$ cat src/rtl/mdu_pkg.sv
// Shared definitions for the multiply/divide sequencer: op encodings,
// FSM states and the default datapath width.
package mdu_pkg;

  localparam int unsigned MDU_WIDTH = 32;

  typedef enum logic [1:0] {
    MDU_MULT  = 2'b00,
    MDU_MULTU = 2'b01,
    MDU_DIV   = 2'b10,
    MDU_DIVU  = 2'b11
  } mdu_op_e;

  typedef enum logic [1:0] {
    ST_IDLE = 2'b00,
    ST_MUL  = 2'b01,
    ST_DIV  = 2'b10,
    ST_DONE = 2'b11
  } mdu_state_e;

  function automatic logic op_is_signed(input mdu_op_e op);
    return (op == MDU_MULT) || (op == MDU_DIV);
  endfunction

  function automatic logic op_is_div(input mdu_op_e op);
    return (op == MDU_DIV) || (op == MDU_DIVU);
  endfunction

endpackage

$ cat src/rtl/mdu_if.sv
// Execute-stage request/response bundle between the pipeline (master)
// and the multiply/divide sequencer (slave).
interface mdu_if
  import mdu_pkg::*;
#(
  parameter int unsigned WIDTH = MDU_WIDTH
);
  logic             start_i;
  mdu_op_e          op_i;
  logic [WIDTH-1:0] a_i;
  logic [WIDTH-1:0] b_i;
  logic             cancel_i;
  logic             stall_o;
  logic             busy_o;
  logic             done_o;
  logic [WIDTH-1:0] hi_o;
  logic [WIDTH-1:0] lo_o;

  modport master (
    output start_i, op_i, a_i, b_i, cancel_i,
    input  stall_o, busy_o, done_o, hi_o, lo_o
  );

  modport slave (
    input  start_i, op_i, a_i, b_i, cancel_i,
    output stall_o, busy_o, done_o, hi_o, lo_o
  );
endinterface

$ cat src/rtl/div_iter.sv
// Restoring divider datapath on unsigned magnitudes: one shift-subtract
// step per enable; next-state values are exposed so the last step can retire directly.
module div_iter
  import mdu_pkg::*;
#(
  parameter int unsigned WIDTH = MDU_WIDTH
) (
  input  logic             clk,
  input  logic             rst,
  input  logic             load_i,
  input  logic             step_i,
  input  logic [WIDTH-1:0] dividend_i,
  input  logic [WIDTH-1:0] divisor_i,
  output logic [WIDTH-1:0] rem_nxt_o,
  output logic [WIDTH-1:0] quo_nxt_o
);

  logic [WIDTH-1:0] rem_q, rem_d;
  logic [WIDTH-1:0] quo_q, quo_d;
  logic [WIDTH-1:0] dvs_q, dvs_d;
  logic [WIDTH:0]   rem_sh;
  logic [WIDTH:0]   diff;

  // The shifted remainder needs WIDTH+1 bits so a divisor above 2^(WIDTH-1) still compares correctly.
  assign rem_sh = {rem_q, quo_q[WIDTH-1]};
  assign diff   = rem_sh - {1'b0, dvs_q};

  // NOTE: every variable written in always_comb gets a default first, so no path leaves it unassigned and no latch is inferred.
  always_comb begin
    rem_nxt_o = rem_sh[WIDTH-1:0];
    quo_nxt_o = {quo_q[WIDTH-2:0], 1'b0};
    if (!diff[WIDTH]) begin
      rem_nxt_o = diff[WIDTH-1:0];
      quo_nxt_o = {quo_q[WIDTH-2:0], 1'b1};
    end

    rem_d = rem_q;
    quo_d = quo_q;
    dvs_d = dvs_q;
    if (load_i) begin
      rem_d = '0;
      quo_d = dividend_i;
      dvs_d = divisor_i;
    end else if (step_i) begin
      rem_d = rem_nxt_o;
      quo_d = quo_nxt_o;
    end
  end

  // NOTE: sequential state uses non-blocking assignments so all flops sample pre-edge values together.
  always_ff @(posedge clk or negedge rst) begin
    if (!rst) begin
      rem_q <= '0;
      quo_q <= '0;
      dvs_q <= '0;
    end else begin
      rem_q <= rem_d;
      quo_q <= quo_d;
      dvs_q <= dvs_d;
    end
  end

endmodule

$ cat src/rtl/mdu_ctrl.sv
// Multi-cycle MULT/MULTU/DIV/DIVU sequencer: stalls the pipeline while busy
// and presents HI/LO with a one-cycle done pulse.
module mdu_ctrl
  import mdu_pkg::*;
#(
  parameter int unsigned WIDTH = MDU_WIDTH
) (
  input logic  clk,
  input logic  rst,
  mdu_if.slave bus
);

  localparam int unsigned CW = $clog2(WIDTH);

  mdu_state_e       state_q, state_d;
  logic [CW-1:0]    cnt_q, cnt_d;
  logic [WIDTH-1:0] a_q, a_d;
  logic [WIDTH-1:0] b_q, b_d;
  logic [WIDTH-1:0] hi_q, hi_d;
  logic [WIDTH-1:0] lo_q, lo_d;
  logic             mul_sgn_q, mul_sgn_d;
  logic             neg_quo_q, neg_quo_d;
  logic             neg_rem_q, neg_rem_d;
  logic             div_zero_q, div_zero_d;

  logic               in_sgn;
  logic [WIDTH-1:0]   a_mag, b_mag;
  logic [2*WIDTH-1:0] mul_a_ext, mul_b_ext, product;
  logic               div_load, div_step;
  logic [WIDTH-1:0]   rem_nxt, quo_nxt;
  logic               accept;

  assign in_sgn = op_is_signed(bus.op_i);
  assign a_mag  = (in_sgn && bus.a_i[WIDTH-1]) ? -bus.a_i : bus.a_i;
  assign b_mag  = (in_sgn && bus.b_i[WIDTH-1]) ? -bus.b_i : bus.b_i;
  assign accept = (state_q == ST_IDLE) && bus.start_i && !bus.cancel_i;

  // One shared multiplier: zero or sign extension selects MULTU vs MULT.
  assign mul_a_ext = {{WIDTH{mul_sgn_q & a_q[WIDTH-1]}}, a_q};
  assign mul_b_ext = {{WIDTH{mul_sgn_q & b_q[WIDTH-1]}}, b_q};
  assign product   = mul_a_ext * mul_b_ext;

  div_iter #(.WIDTH(WIDTH)) u_div_iter (
    .clk        (clk),
    .rst        (rst),
    .load_i     (div_load),
    .step_i     (div_step),
    .dividend_i (a_mag),
    .divisor_i  (b_mag),
    .rem_nxt_o  (rem_nxt),
    .quo_nxt_o  (quo_nxt)
  );

  always_comb begin
    state_d    = state_q;
    cnt_d      = cnt_q;
    a_d        = a_q;
    b_d        = b_q;
    hi_d       = hi_q;
    lo_d       = lo_q;
    mul_sgn_d  = mul_sgn_q;
    neg_quo_d  = neg_quo_q;
    neg_rem_d  = neg_rem_q;
    div_zero_d = div_zero_q;
    div_load   = 1'b0;
    div_step   = 1'b0;

    unique case (state_q)
      ST_IDLE: begin
        if (accept) begin
          if (op_is_div(bus.op_i)) begin
            state_d    = ST_DIV;
            div_load   = 1'b1;
            cnt_d      = '0;
            neg_quo_d  = in_sgn && (bus.a_i[WIDTH-1] ^ bus.b_i[WIDTH-1]);
            neg_rem_d  = in_sgn && bus.a_i[WIDTH-1];
            div_zero_d = (bus.b_i == '0);
          end else begin
            state_d   = ST_MUL;
            a_d       = bus.a_i;
            b_d       = bus.b_i;
            mul_sgn_d = in_sgn;
          end
        end
      end
      ST_MUL: begin
        {hi_d, lo_d} = product;
        state_d      = ST_DONE;
      end
      ST_DIV: begin
        div_step = 1'b1;
        cnt_d    = cnt_q + 1'b1;
        if (cnt_q == CW'(WIDTH - 1)) begin
          // A zero divisor yields an all-ones quotient and |a| remainder; fixing only the remainder sign restores hi = a.
          lo_d    = (neg_quo_q && !div_zero_q) ? -quo_nxt : quo_nxt;
          hi_d    = neg_rem_q ? -rem_nxt : rem_nxt;
          cnt_d   = '0;
          state_d = ST_DONE;
        end
      end
      ST_DONE: state_d = ST_IDLE;
      default: state_d = ST_IDLE;
    endcase

    if (bus.cancel_i) begin
      state_d = ST_IDLE;
      cnt_d   = '0;
      hi_d    = hi_q;
      lo_d    = lo_q;
    end
  end

  always_ff @(posedge clk or negedge rst) begin
    if (!rst) begin
      state_q    <= ST_IDLE;
      cnt_q      <= '0;
      a_q        <= '0;
      b_q        <= '0;
      hi_q       <= '0;
      lo_q       <= '0;
      mul_sgn_q  <= 1'b0;
      neg_quo_q  <= 1'b0;
      neg_rem_q  <= 1'b0;
      div_zero_q <= 1'b0;
    end else begin
      state_q    <= state_d;
      cnt_q      <= cnt_d;
      a_q        <= a_d;
      b_q        <= b_d;
      hi_q       <= hi_d;
      lo_q       <= lo_d;
      mul_sgn_q  <= mul_sgn_d;
      neg_quo_q  <= neg_quo_d;
      neg_rem_q  <= neg_rem_d;
      div_zero_q <= div_zero_d;
    end
  end

  assign bus.stall_o = !bus.cancel_i &&
                       ((state_q == ST_IDLE && bus.start_i) ||
                        state_q == ST_MUL || state_q == ST_DIV);
  assign bus.busy_o  = (state_q == ST_MUL) || (state_q == ST_DIV);
  assign bus.done_o  = (state_q == ST_DONE);
  assign bus.hi_o    = hi_q;
  assign bus.lo_o    = lo_q;

endmodule

$ cat src/flat_wrapper.sv
// flat-port wrapper written by rule: the top's interface ports become plain ports
module mdu_ctrl_flat import mdu_pkg::*;
#(
  parameter int unsigned WIDTH = MDU_WIDTH
)
  (clk, rst, bus_start_i, bus_op_i, bus_a_i, bus_b_i, bus_cancel_i, bus_stall_o, bus_busy_o, bus_done_o, bus_hi_o, bus_lo_o);
  mdu_if #(.WIDTH(WIDTH)) bus_i ();
  input logic clk;
  input logic rst;
  input wire logic [$bits(bus_i.start_i)-1:0] bus_start_i;
  input wire logic [$bits(bus_i.op_i)-1:0] bus_op_i;
  input wire logic [$bits(bus_i.a_i)-1:0] bus_a_i;
  input wire logic [$bits(bus_i.b_i)-1:0] bus_b_i;
  input wire logic [$bits(bus_i.cancel_i)-1:0] bus_cancel_i;
  output wire logic [$bits(bus_i.stall_o)-1:0] bus_stall_o;
  output wire logic [$bits(bus_i.busy_o)-1:0] bus_busy_o;
  output wire logic [$bits(bus_i.done_o)-1:0] bus_done_o;
  output wire logic [$bits(bus_i.hi_o)-1:0] bus_hi_o;
  output wire logic [$bits(bus_i.lo_o)-1:0] bus_lo_o;
  assign bus_i.start_i = bus_start_i;
  assign bus_i.op_i = bus_op_i;
  assign bus_i.a_i = bus_a_i;
  assign bus_i.b_i = bus_b_i;
  assign bus_i.cancel_i = bus_cancel_i;
  assign bus_stall_o = bus_i.stall_o;
  assign bus_busy_o = bus_i.busy_o;
  assign bus_done_o = bus_i.done_o;
  assign bus_hi_o = bus_i.hi_o;
  assign bus_lo_o = bus_i.lo_o;
  mdu_ctrl #(.WIDTH(WIDTH)) u_core (.clk(clk), .rst(rst), .bus(bus_i));
endmodule
$ cat config.mk
export PLATFORM = sky130hd
export DESIGN_NAME = mdu_ctrl_flat
export DESIGN_NICKNAME = d
export VERILOG_FILES = /design/src/rtl/mdu_pkg.sv /design/src/rtl/mdu_if.sv /design/src/rtl/div_iter.sv /design/src/rtl/mdu_ctrl.sv /design/src/flat_wrapper.sv
export SDC_FILE = /design/constraint.sdc
export NUM_CORES = 2
export LEC_CHECK = 0
export BUFFER_PORTS_ARGS = -buffer_cell sky130_fd_sc_hd__buf_4
export CAP_MARGIN = 20
export CORE_MARGIN = 2
export CORE_UTILIZATION = 55
export CTS_CLUSTER_DIAMETER = 150
export DETAILED_ROUTE_END_ITERATION = 8
export HOLD_SLACK_MARGIN = 0.06
export PLACE_DENSITY_LB_ADDON = 0.25
export RECOVER_POWER = 50
export SYNTH_ARGS = -nofsm -noshare
export SYNTH_HDL_FRONTEND = slang
export SYNTH_SLANG_ARGS = --single-unit
$ cat constraint.sdc
create_clock -name clk -period 10.7 [get_ports clk]
set_clock_uncertainty 0.1 [all_clocks]
set_input_delay 0.535 -clock clk [delete_from_list [all_inputs] [get_ports clk]]
set_output_delay 0.535 -clock clk [all_outputs]
set_load 0.1 [all_outputs]
==> results.yml <==
setup_path:
  crit_type: "flip-flop to flip-flop"
  cpPeakStageDelay_ps: 910
  cp_num_buf_inv: 6
  endpoint_kind: "flip-flop"
  path_delay_family: "adder cells"
  crit_required_ps: 11060
  critical_path.slowest_cell: "a2111oi_0"
  crit_top_cell: "fa_1"
  critPathLaunchType: "flip-flop"
  critPathMaxFanout: 20
  crit_arrival_ps: 10300
logic_synthesis:
  syn_inst: 5920
  ys_seq_elements: 235
  synth-async-reset-ratio_pct: 100
  synth.area.top_cells: "fa_1 (42%), dfrtp_1 (11%), inv_1 (8.2%), nand2_1 (6.5%), ha_1 (6.0%)"
  synth_ff_type: "dfrtp_1"
  synth_area_um2: 53200
  yosysWarnings: 0
  syn_area_per_cell_um2: 8.99
  synth_common_cells: "inv_1 (1166), fa_1 (1126), nand2_1 (920)"
  ys_seq_area_share_pct: 11.0
  yosys.cell_count.top_type: "inv_1"
  synth_edf_count: 0
  yosysTopAreaCellShare_pct: 42.3
  syn_nets: 7371
  synth_cell_types: 87
  yosysTopAreaCell: "fa_1"
place:
  io_buffer_count: 136
  hpwl_um: 126000
  place_congestion: 0.956
  pre_cts_slack_ps: 923
  placed_cells: 7079
  place_area_um2: 55200
run:
  max_cap_viol_count: 4
timing:
  rsz0062_at_grt: "no"
  worst_slew_pin_slew_ps: 6430
  drv_slew: 325
  setup_slack_ps: 759
  setup_total_negative_slack_ps: 0
  finalHoldViolCount: 0
  fmax_ghz: 0.101
  post-route-min-period_ps: 9940
  setup_viol: 0
  slew_headroom_pct: -329
  min_period_over_period_pct: 92.9
clocking:
  cts_setup_buffers: 0
  cts.path.max_buffers: 3
  cts_sinks: 235
  clk_pin_slew_worst_paths_ps: 60
  cts_resized: 0
  cts.root.buffer_cell: "clkbuf_16"
  cts_tree: "yes"
  cts-buffers-inserted: 28
  clock_latency_ps: 610
  cts-htree-levels: 1
drt:
  viasPerCell: 5.73
  detail-route-antenna-nets: 0
  drc: 0
  via_count: 41000
  drtIter0Drc: 3589
  routedWlPerCell_um: 21.5
  totalWireLength_um: 153000
  dr.pass1.iters: 7
floorplan:
  initial_utilization_pct: 55.3
  core_area_um2: 96300
  io_pins: 137
  dieArea_um2: 99300
  die_w_um: 315
  num_rows: 114
  die_h_um: 315
final_layout:
  stdcell_count: 7144
  nNetsFinal: 7292
  seq_area_um2: 5880
  area_growth_pct: 5.28
  fillers: 8680
  fin_area_um2: 56000
  drive_above_1_share_pct: 5.66
  multiInputGateArea_um2: 41600
global_route:
  first_global_vias: 42700
  grt_pass1_wl_um: 243000
  antenna_found_initial: 10
  grt_max_degree: 105
  gr-total-overflow: 0
  grt_util_all_layers_pct: 31.9
outcome:
  violations: "capacitance limit, slew limit"
  status: "finished, violations left"
hold_path:
  hold_class: "input port to flip-flop"
[worst register-to-register path, cell delays in order (launching register included)]
cell       delay (ps)
dfrtp_1           900
buf_4             420
and2_1            220
fa_1              450
fa_1              570
inv_1              60
fa_1              530
inv_1              50
fa_1              490
fa_1              640
fa_1              450
fa_1              510
inv_1              50
fa_1              500
inv_1              50
ha_1              390
nand4_1           140
inv_1             100
nand4_1           100
a2111oi_0         910
nor2_1            230
o21ai_0           650
a21oi_1           290
o211a_1           360
o21ai_0           240
xnor2_1            90
a221o_1           310
[layer usage]
metal  vias up  wire, um  GRT usage (%)
li1      17900         -              -
met1     21100     58100           41.1
met2      1609     76600           54.0
met3       367     10300           3.55
met4         4      8510           14.9
met5         -        24              0
[path summary, 6_finish.rpt]
path / to / cells after the start / slack, ps / startpoint
setup / recovery: u_core.bus.hi_o[25]$_DFFE_PN0P_ / 26 / 760 / u_core.a_q[16]$_DFFE_PN0P_
hold / removal: u_core.u_div_iter.quo_q[0]$_DFFE_PN0P_ / 3 / 110 / bus_a_i[0]
setup reg to reg: u_core.bus.hi_o[25]$_DFFE_PN0P_ / 26 / 760 / u_core.a_q[16]$_DFFE_PN0P_
hold reg to reg: u_core.bus.lo_o[21]$_DFFE_PN0P_ / 2 / 370 / u_core.bus.lo_o[21]$_DFFE_PN0P_
max in group asynchronous: u_core.b_q[18]$_DFFE_PN0P_ / 4 / 2620 / rst
min in group asynchronous: u_core.bus.lo_o[6]$_DFFE_PN0P_ / 2 / 2810 / rst
[area by class of cell]
| class | count | area share [%] |
|---|---|---|
| Inverter | 1167 | 7.82 |
| Sequential cell | 235 | 10.5 |
| Clock inverter | 14 | 0.259 |
| Multi-Input combinational cell | 4179 | 74.3 |
| Timing Repair Buffer | 230 | 2.85 |
| Antenna cell | 7 | 0.0313 |
| Tap cell | 1276 | 2.85 |
| Clock buffer | 36 | 1.39 |
[flip-flops by register name (all words and copies together) (netlist names)]
register and cells:
u_core.state_q 2, u_core.cnt_q 5, u_core.b_q 32, u_core.neg_rem_q 1, u_core.bus.lo_o 32, u_core.bus.hi_o 32, u_core.u_div_iter.dvs_q 32, u_core.a_q 32
u_core.u_div_iter.rem_q 32, u_core.u_div_iter.quo_q 32, u_core.neg_quo_q 1, u_core.div_zero_q 1, u_core.mul_sgn_q 1
[what timing repair did]
action	4_1_cts	5_1_grt
hold buffers	1	0
setup endpoints to repair	0	0
endpoints found under the hold margin	103	0
[kinds of logic (layout without fill, tap and decap cells)]
| logic type | after synthesis | in the layout | synth area share (%) |
|---|---|---|---|
| XOR/XNOR | 203 | 203 | 3.34 |
| multiplexers | 144 | 144 | 2.91 |
| buffers and inverters | 1506 | 1447 | 10.7 |
| flip-flops | 235 | 235 | 11.0 |
| AO/OA/AOI/OAI | 684 | 684 | 8.08 |
| AND/OR/NAND/NOR | 1767 | 1767 | 15.6 |
| adder cells (fa/ha/maj) | 1381 | 1381 | 48.3 |
| other | 0 | 7 | 0 |
[stage by stage]
step / hold WS (ps) / util, %
finish: 108 / 58.2
global route: 112 / 58.2
CTS: 80.5 / 58.3
detailed placement: 357 / 57.3
global placement: 353 / 57.3
floorplan: 139 / -
[cells in the final DEF, fill, tap and decap left out, types with 118 or more instances in the layout]
master   count
dfrtp_1    234
o21ai_0    208
a21oi_1    172
xnor2_1    118
fa_1      1126
and2_1     360
nand2_1    920
buf_4      152
inv_1     1166
ha_1       255
nor2_1     195
Power is left out: the tool's default activity adds up to more than one toggle a clock period on the data nets, which glitch-free logic cannot reach.
